## src/rtl/ip_loader.sv

```systemverilog
// Instruction-store loader: assembles big-endian words from a byte stream into a
// 64 x 32-bit store, with a combinational fetch port that stays live during loads.
module ip_loader (
  input  logic        clk,
  input  logic        rst,
  input  logic        start,
  input  logic [6:0]  load_len,
  input  logic [7:0]  byte_in,
  input  logic        byte_valid,
  output logic        byte_ready,
  output logic        busy,
  output logic        done,
  input  logic [31:0] a,
  output logic [31:0] inst
);

  typedef enum logic [1:0] {
    IDLE  = 2'd0,
    RECV  = 2'd1,
    WRITE = 2'd2,
    DONE  = 2'd3
  } state_t;

  state_t      state, state_nx;
  logic [31:0] store [64];
  logic [6:0]  len_q;
  logic [5:0]  wr_idx;
  logic [1:0]  byte_cnt;
  logic [31:0] word_q;
  logic        accept;
  logic        last_word;
  logic        unused_a;

  assign accept    = byte_ready & byte_valid;
  // Compare in 7 bits so a 64-word load terminates after index 63.
  assign last_word = (({1'b0, wr_idx} + 7'd1) == len_q);
  assign inst      = store[a[7:2]];
  assign unused_a  = ^{a[31:8], a[1:0]};

  always_ff @(posedge clk) begin
    if (rst) begin
      state <= IDLE;
    end else begin
      state <= state_nx;
    end
  end

  always_comb begin
    state_nx   = state;
    byte_ready = 1'b0;
    busy       = 1'b1;
    done       = 1'b0;
    case (state)
      IDLE: begin
        busy = 1'b0;
        if (start) begin
          state_nx = (load_len == '0) ? DONE : RECV;
        end
      end
      RECV: begin
        byte_ready = 1'b1;
        if (byte_valid && (byte_cnt == 2'd3)) begin
          state_nx = WRITE;
        end
      end
      WRITE: begin
        state_nx = last_word ? DONE : RECV;
      end
      DONE: begin
        done     = 1'b1;
        state_nx = IDLE;
      end
      default: state_nx = IDLE;
    endcase
  end

  always_ff @(posedge clk) begin
    if (rst) begin
      len_q    <= '0;
      wr_idx   <= '0;
      byte_cnt <= '0;
      word_q   <= '0;
      for (int unsigned i = 0; i < 64; i++) begin
        store[i] <= '1;
      end
    end else begin
      if ((state == IDLE) && start && (load_len != '0)) begin
        len_q    <= load_len;
        wr_idx   <= '0;
        byte_cnt <= '0;
      end
      if (accept) begin
        word_q   <= {word_q[23:0], byte_in};
        byte_cnt <= byte_cnt + 2'd1;
      end
      if (state == WRITE) begin
        store[wr_idx] <= word_q;
        wr_idx        <= wr_idx + 6'd1;
        byte_cnt      <= '0;
      end
    end
  end

endmodule

```

## config.mk

```make
export PLATFORM = sky130hd
export DESIGN_NAME = ip_loader
export DESIGN_NICKNAME = d
export VERILOG_FILES = /design/src/rtl/ip_loader.sv
export SDC_FILE = /design/constraint.sdc
export NUM_CORES = 2
export LEC_CHECK = 0
export BUFFER_PORTS_ARGS = -buffer_cell sky130_fd_sc_hd__buf_2
export CAP_MARGIN = 20
export CORE_MARGIN = 3
export CORE_UTILIZATION = 55
export CTS_BUF_LIST = sky130_fd_sc_hd__clkbuf_16
export CTS_CLUSTER_SIZE = 12
export DETAILED_ROUTE_END_ITERATION = 10
export GPL_TIMING_DRIVEN = 0
export PLACE_DENSITY = 0.78
export SLEW_MARGIN = 20
export SYNTH_ARGS = -nofsm -noshare
export SYNTH_HDL_FRONTEND = slang
export SYNTH_SLANG_ARGS = --single-unit
```

## constraint.sdc

```tcl
create_clock -name clk -period 5.5 [get_ports clk]
set_input_delay 0.825 -clock clk [delete_from_list [all_inputs] [get_ports clk]]
set_output_delay 0.825 -clock clk [all_outputs]
set_load 0.005 [all_outputs]
```

== After elaboration in Yosys (flattened, before gate mapping) ==
Memory sizes are Yosys's and may differ from the RTL's.
Index checks and enable logic that the tools add are counted.

* Input port bits: 51
* Memory bits (writable): 2,048
* Memories: 1
* Register bits after elaboration: 49
* Logic and storage cells: 48
* Output and inout port bits: 35

* Add/sub/neg operators: 3
* Bitwise logic cells: 1
* Mux-type cells: 20
* Reduce and logical (&&, ||, !) cells: 11
* Equal/unequal tests: 7

{| class="wikitable"
|+ Memory list
! name !! words !! bits a word !! rd ports !! clocked after Yosys merged registers in !! wr ports !! line !! RTL
|-
| store || 64 || 32 || 1 || 0 || 64 || 25 || <nowiki>logic [31:0] store [64];</nowiki>
|}

{| class="wikitable"
|+ Operators with widths
! operator !! count
|-
| two-way mux 32 bit || 1
|-
| OR reduction 32 bit || 1
|-
| two-way mux 6 bit || 3
|-
| two-way mux 2 bit || 6
|-
| two-way mux 1 bit || 9
|-
| one-hot mux 2 bit (4 select lines) || 1
|-
| adder 6 x 1 -> 7 bit, second input constant || 1
|-
| == test 7 bit || 1
|-
| logical NOT 7 bit || 1
|-
| nonzero test 7 bit || 1
|-
| adder 6 x 1 -> 6 bit, second input constant || 1
|-
| == test 2 bit, second input constant || 3
|-
| != test 2 bit, second input constant || 2
|-
| nonzero test 2 bit || 2
|-
| logical AND 1 bit || 3
|-
| adder 2 x 1 -> 2 bit, second input constant || 1
|-
| == test 2 x 1 -> 1 bit, second input constant || 1
|-
| logical NOT 2 bit || 1
|-
| AND reduction 2 bit || 1
|-
| OR reduction 2 bit || 1
|-
| AND 1 bit || 1
|}

== Logic depth before layout (Yosys ltp) ==
* Depth in word-level cells: 6
* Mapped depth: 9
* Depth with buffers taken out: 6

== Least setup slack after synthesis ==
No wires, ideal clock.

* Path type: in2out
* From: in a[2]
* To: out inst[18]
* Setup slack: 2.152 ns
* Arrival time: 2.523 ns
* Buffers on the path: 3
* Cell stages on the path: 7
* Data required time: 4.675 ns
* Path through: buf_2 > buf_6 > buf_2 > mux4_2 > a221oi_1 > o21ai_0 > a211o_1

* Cells in the longest elaborated chain, start to end: 1

{| class="wikitable"
|+ Ends and longest elaborated chain
! item !! line !! RTL
|-
| start: declaration || 13 || <nowiki>input logic [31:0] a,</nowiki>
|-
| memory (64 x 32 bit) || n/a ||
|-
| end: declaration || 14 || <nowiki>output logic [31:0] inst</nowiki>
|}

No other way between the ends.

== Final worst setup path ==
* From: in a[3]
* To: out inst[18]

Same word-level chain as after synthesis.

==> results.tsv <==
stage	metric	value	unit
routing	antenna-violating nets left	0	
routing	vias	61158	
synth	Yosys top cell area share	0.649	
worst_setup_path	critical path class	primary input to output port	
timing	fmax	179	MHz
worst_hold_path	Hold Path Stages	3	
synth	Synth Area per Inst	15.6	um^2
global_route	initial antenna violation count	12	
synth	count leader, synth	edfxtp_1	
global_route	GRT Total Usage	0.387	
timing	Final Critical Period	5.60	ns
cells_and_area	FILL cells	12269	
worst_hold_path	Min-Delay Path Class	primary input to register	
power_and_ir_drop	power after layout	0.0329	W
cts	Clock Tree Buf Depth	3	
synth	Post-synth top cells	2,048 x edfxtp_1, 1,786 x or2_2, 520 x clkbuf_1	
synth	Synth area leaders	edfxtp_1 65%, mux4_2 12%, or2_2 12%	
cells_and_area	post-route cell area	0.106	mm^2
cells_and_area	multi-input combinational cell area	0.0299	mm^2
routing	First-pass DRT Iterations	9	
cts	clock root cell	clkbuf_16	
routing	Vias/cell	6.91	
synth	Mapped Cells	6061	
synth	ys async rst share	0	
synth	Yosys cell types	59	
cts	H-tree levels	4	
routing	remaining design rule violation count	0	
synth	Yosys top cell by area	edfxtp_1	
floorplan	Core Box Area	0.170	mm^2
routing	Total Routed Length	347000	um
cts	clock sinks	2097	
floorplan	chip height	421	um
global_route	first-pass GRT wire length	468000	um
cells_and_area	Synth-to-Final Area Change	11.8	%
cells_and_area	layout cells sized above 1	0.445	
floorplan	overall die area	0.177	mm^2
worst_setup_path	critical path fanouts, max	11	
worst_setup_path	R2R cell count	6	
worst_setup_path	Critical Path Source Type	primary input	
place	post-place instance area	0.0997	mm^2
cells_and_area	sequential cell area	0.0625	mm^2
timing	Final Max Slew Viols	0	
cts	TritonCTS buffer count	211	
cells_and_area	Nets	6447	
worst_setup_path	critical path arrival	4.77	ns
synth	synthesized cell area	0.0948	mm^2
global_route	total global routing overflow	0	
synth	post-synth net total	6114	
timing	Slew @ Worst Pin	1.34	ns
run	Max-Cap Viols	0	
timing	setup violators final	10	
place	GP Congestion	1.04	
routing	initial DRC count	12012	
run_status	status	finished, violations left	
timing	normalized max-slew margin	0.103	
timing	RSZ-0062 raised after global routing	false	
floorplan	Die Wd	421	um
synth	Synth Flop Type	edfxtp_1	
global_route	number of global-route vias before repair	58662	
floorplan	row cnt	151	
worst_setup_path	CP required	4.68	ns
timing	Tcrit/Tclk final	1.02	
synth	post-synthesis sequential area ratio	0.659	
timing	Setup Skew	0.0285	ns
cts	worst skew pair latency	0.87	ns
floorplan	IO Count	86	
cts	CTS tree	built	
worst_setup_path	Setup crit end kind	output port	
global_route	maximum number of pins on one net before global-route repair	33	
power_and_ir_drop	Leakage	26.9	nW
power_and_ir_drop	worst-case vdd ir drop	325	uV
floorplan	Starting Density	0.556	
place	IO buf count	54	
power_and_ir_drop	pwr dens	311	mW/mm^2
synth	EDFF count, synth	2048	
synth	Synth Warn #	0	
timing	Final Hold Fails	0	
routing	Routed wire per std cell	39.1	um
synth	#FFs+latches synth	2097	
cts	clock transition at the registers of the reported paths	0.06	ns
run_status	failing checks	negative setup slack	
place	Post-DP HPWL	242000	um
timing	Final Worst Setup Slack	-0.0989	ns
-- per-stage QoR --
stage	hold slack, ns	std cells	utilization	TNS (ns)	worst slack [ns]
5_1_grt	0.217	8838	0.622	0	0.0938
3_5_place_dp	0.508	8477	0.585	-1.30	-0.209
3_3_place_gp	0.505	8410	0.575	-15.50	-0.870
4_1_cts	0.192	8838	0.621	0	0.0434
6_report	0.211	8855	0.622	-0.605	-0.0989
2_1_floorplan	0.475	6061	-	0	2.15
-- area by class of cell --
class | count | area share
Clock inverter | 144 | 0.00694
Sequential cell | 2097 | 0.590
Antenna cell | 17 | 0.000401
Multi-Input combinational cell | 3323 | 0.282
Tap cell | 2295 | 0.0271
Buffer | 638 | 0.0257
Inverter | 2 | 0.0000708
Timing Repair Buffer | 121 | 0.0163
Clock buffer | 218 | 0.0515
-- final timing paths --
check | startpoint | endpoint | slack [ns]
setup / recovery | a[3] | inst[18] | -0.1
hold / removal | byte_in[3] | word_q[3] | 0.21
setup reg to reg | wr_idx[0] | store[43][26] | 1.55
hold reg to reg | len_q[3] | len_q[3] | 0.52
-- flip-flops by register name, summed over array words and instances, names as in the netlist --
name,flops
len_q,7
word_q,32
state,2
byte_cnt,2
wr_idx,6
store,2048
-- metal layers --
metal | global-route usage | vias up | routed length [um]
li1 | - | 23158 | -
met1 | 0.481 | 30485 | 110000
met2 | 0.535 | 6128 | 144000
met3 | 0.158 | 1377 | 56500
met4 | 0.309 | 10 | 35500
met5 | 0 | - | 163
-- what timing repair did --
action	CTS	global route
buffers inserted	0	0
pin swaps	0	0
gates cloned	0	0
hold buffers	0	0
setup endpoints to repair	10	4
resized for setup	4	2
-- logic make-up (layout without fill, tap and decap cells) --
logic type / after synthesis / count (layout) / share of synthesized area
fa+ha+maj: 2 / 2 / 0.000264
buf+inv: 641 / 1123 / 0.0278
other cells: 0 / 17 / 0
simple gates: 2347 / 2347 / 0.152
xor+xnor: 6 / 6 / 0.000554
mux: 641 / 641 / 0.135
flops: 2097 / 2097 / 0.659
compound gates: 327 / 327 / 0.0255
-- where the power goes --
part           total [W]  internal (W)  switching (W)
Sequential        0.0175        0.0175      0.0000104
Combinational    0.00201      0.000475        0.00153
Clock             0.0134       0.00721        0.00620
-- cells in the final DEF, fill, tap and decap left out, types with 28 or more instances in the layout --
master        n
nand2b_1    135
mux2i_1     131
dfxtp_1      49
a221oi_1     90
a22o_1       60
clkbuf_16   218
or3_1       131
edfxtp_1   2048
or2_2      1786
clkbuf_2     49
buf_2       123
buf_4        34
mux4_2      510
a21oi_1      98
nand2b_2     47
buf_12       41
clkinv_1     46
nor2_1       28
nand2_1     133
clkbuf_1    471
inv_1        66
-- critical path, stage by stage --
cell	delay [ns]
buf_2	0.16
buf_2	0.63
buf_2	0.76
nor2b_1	1.12
a22oi_1	0.18
a21oi_1	0.52
a211o_1	0.36
buf_2	0.18
Note: power is estimated with default switching activity, not from simulation.
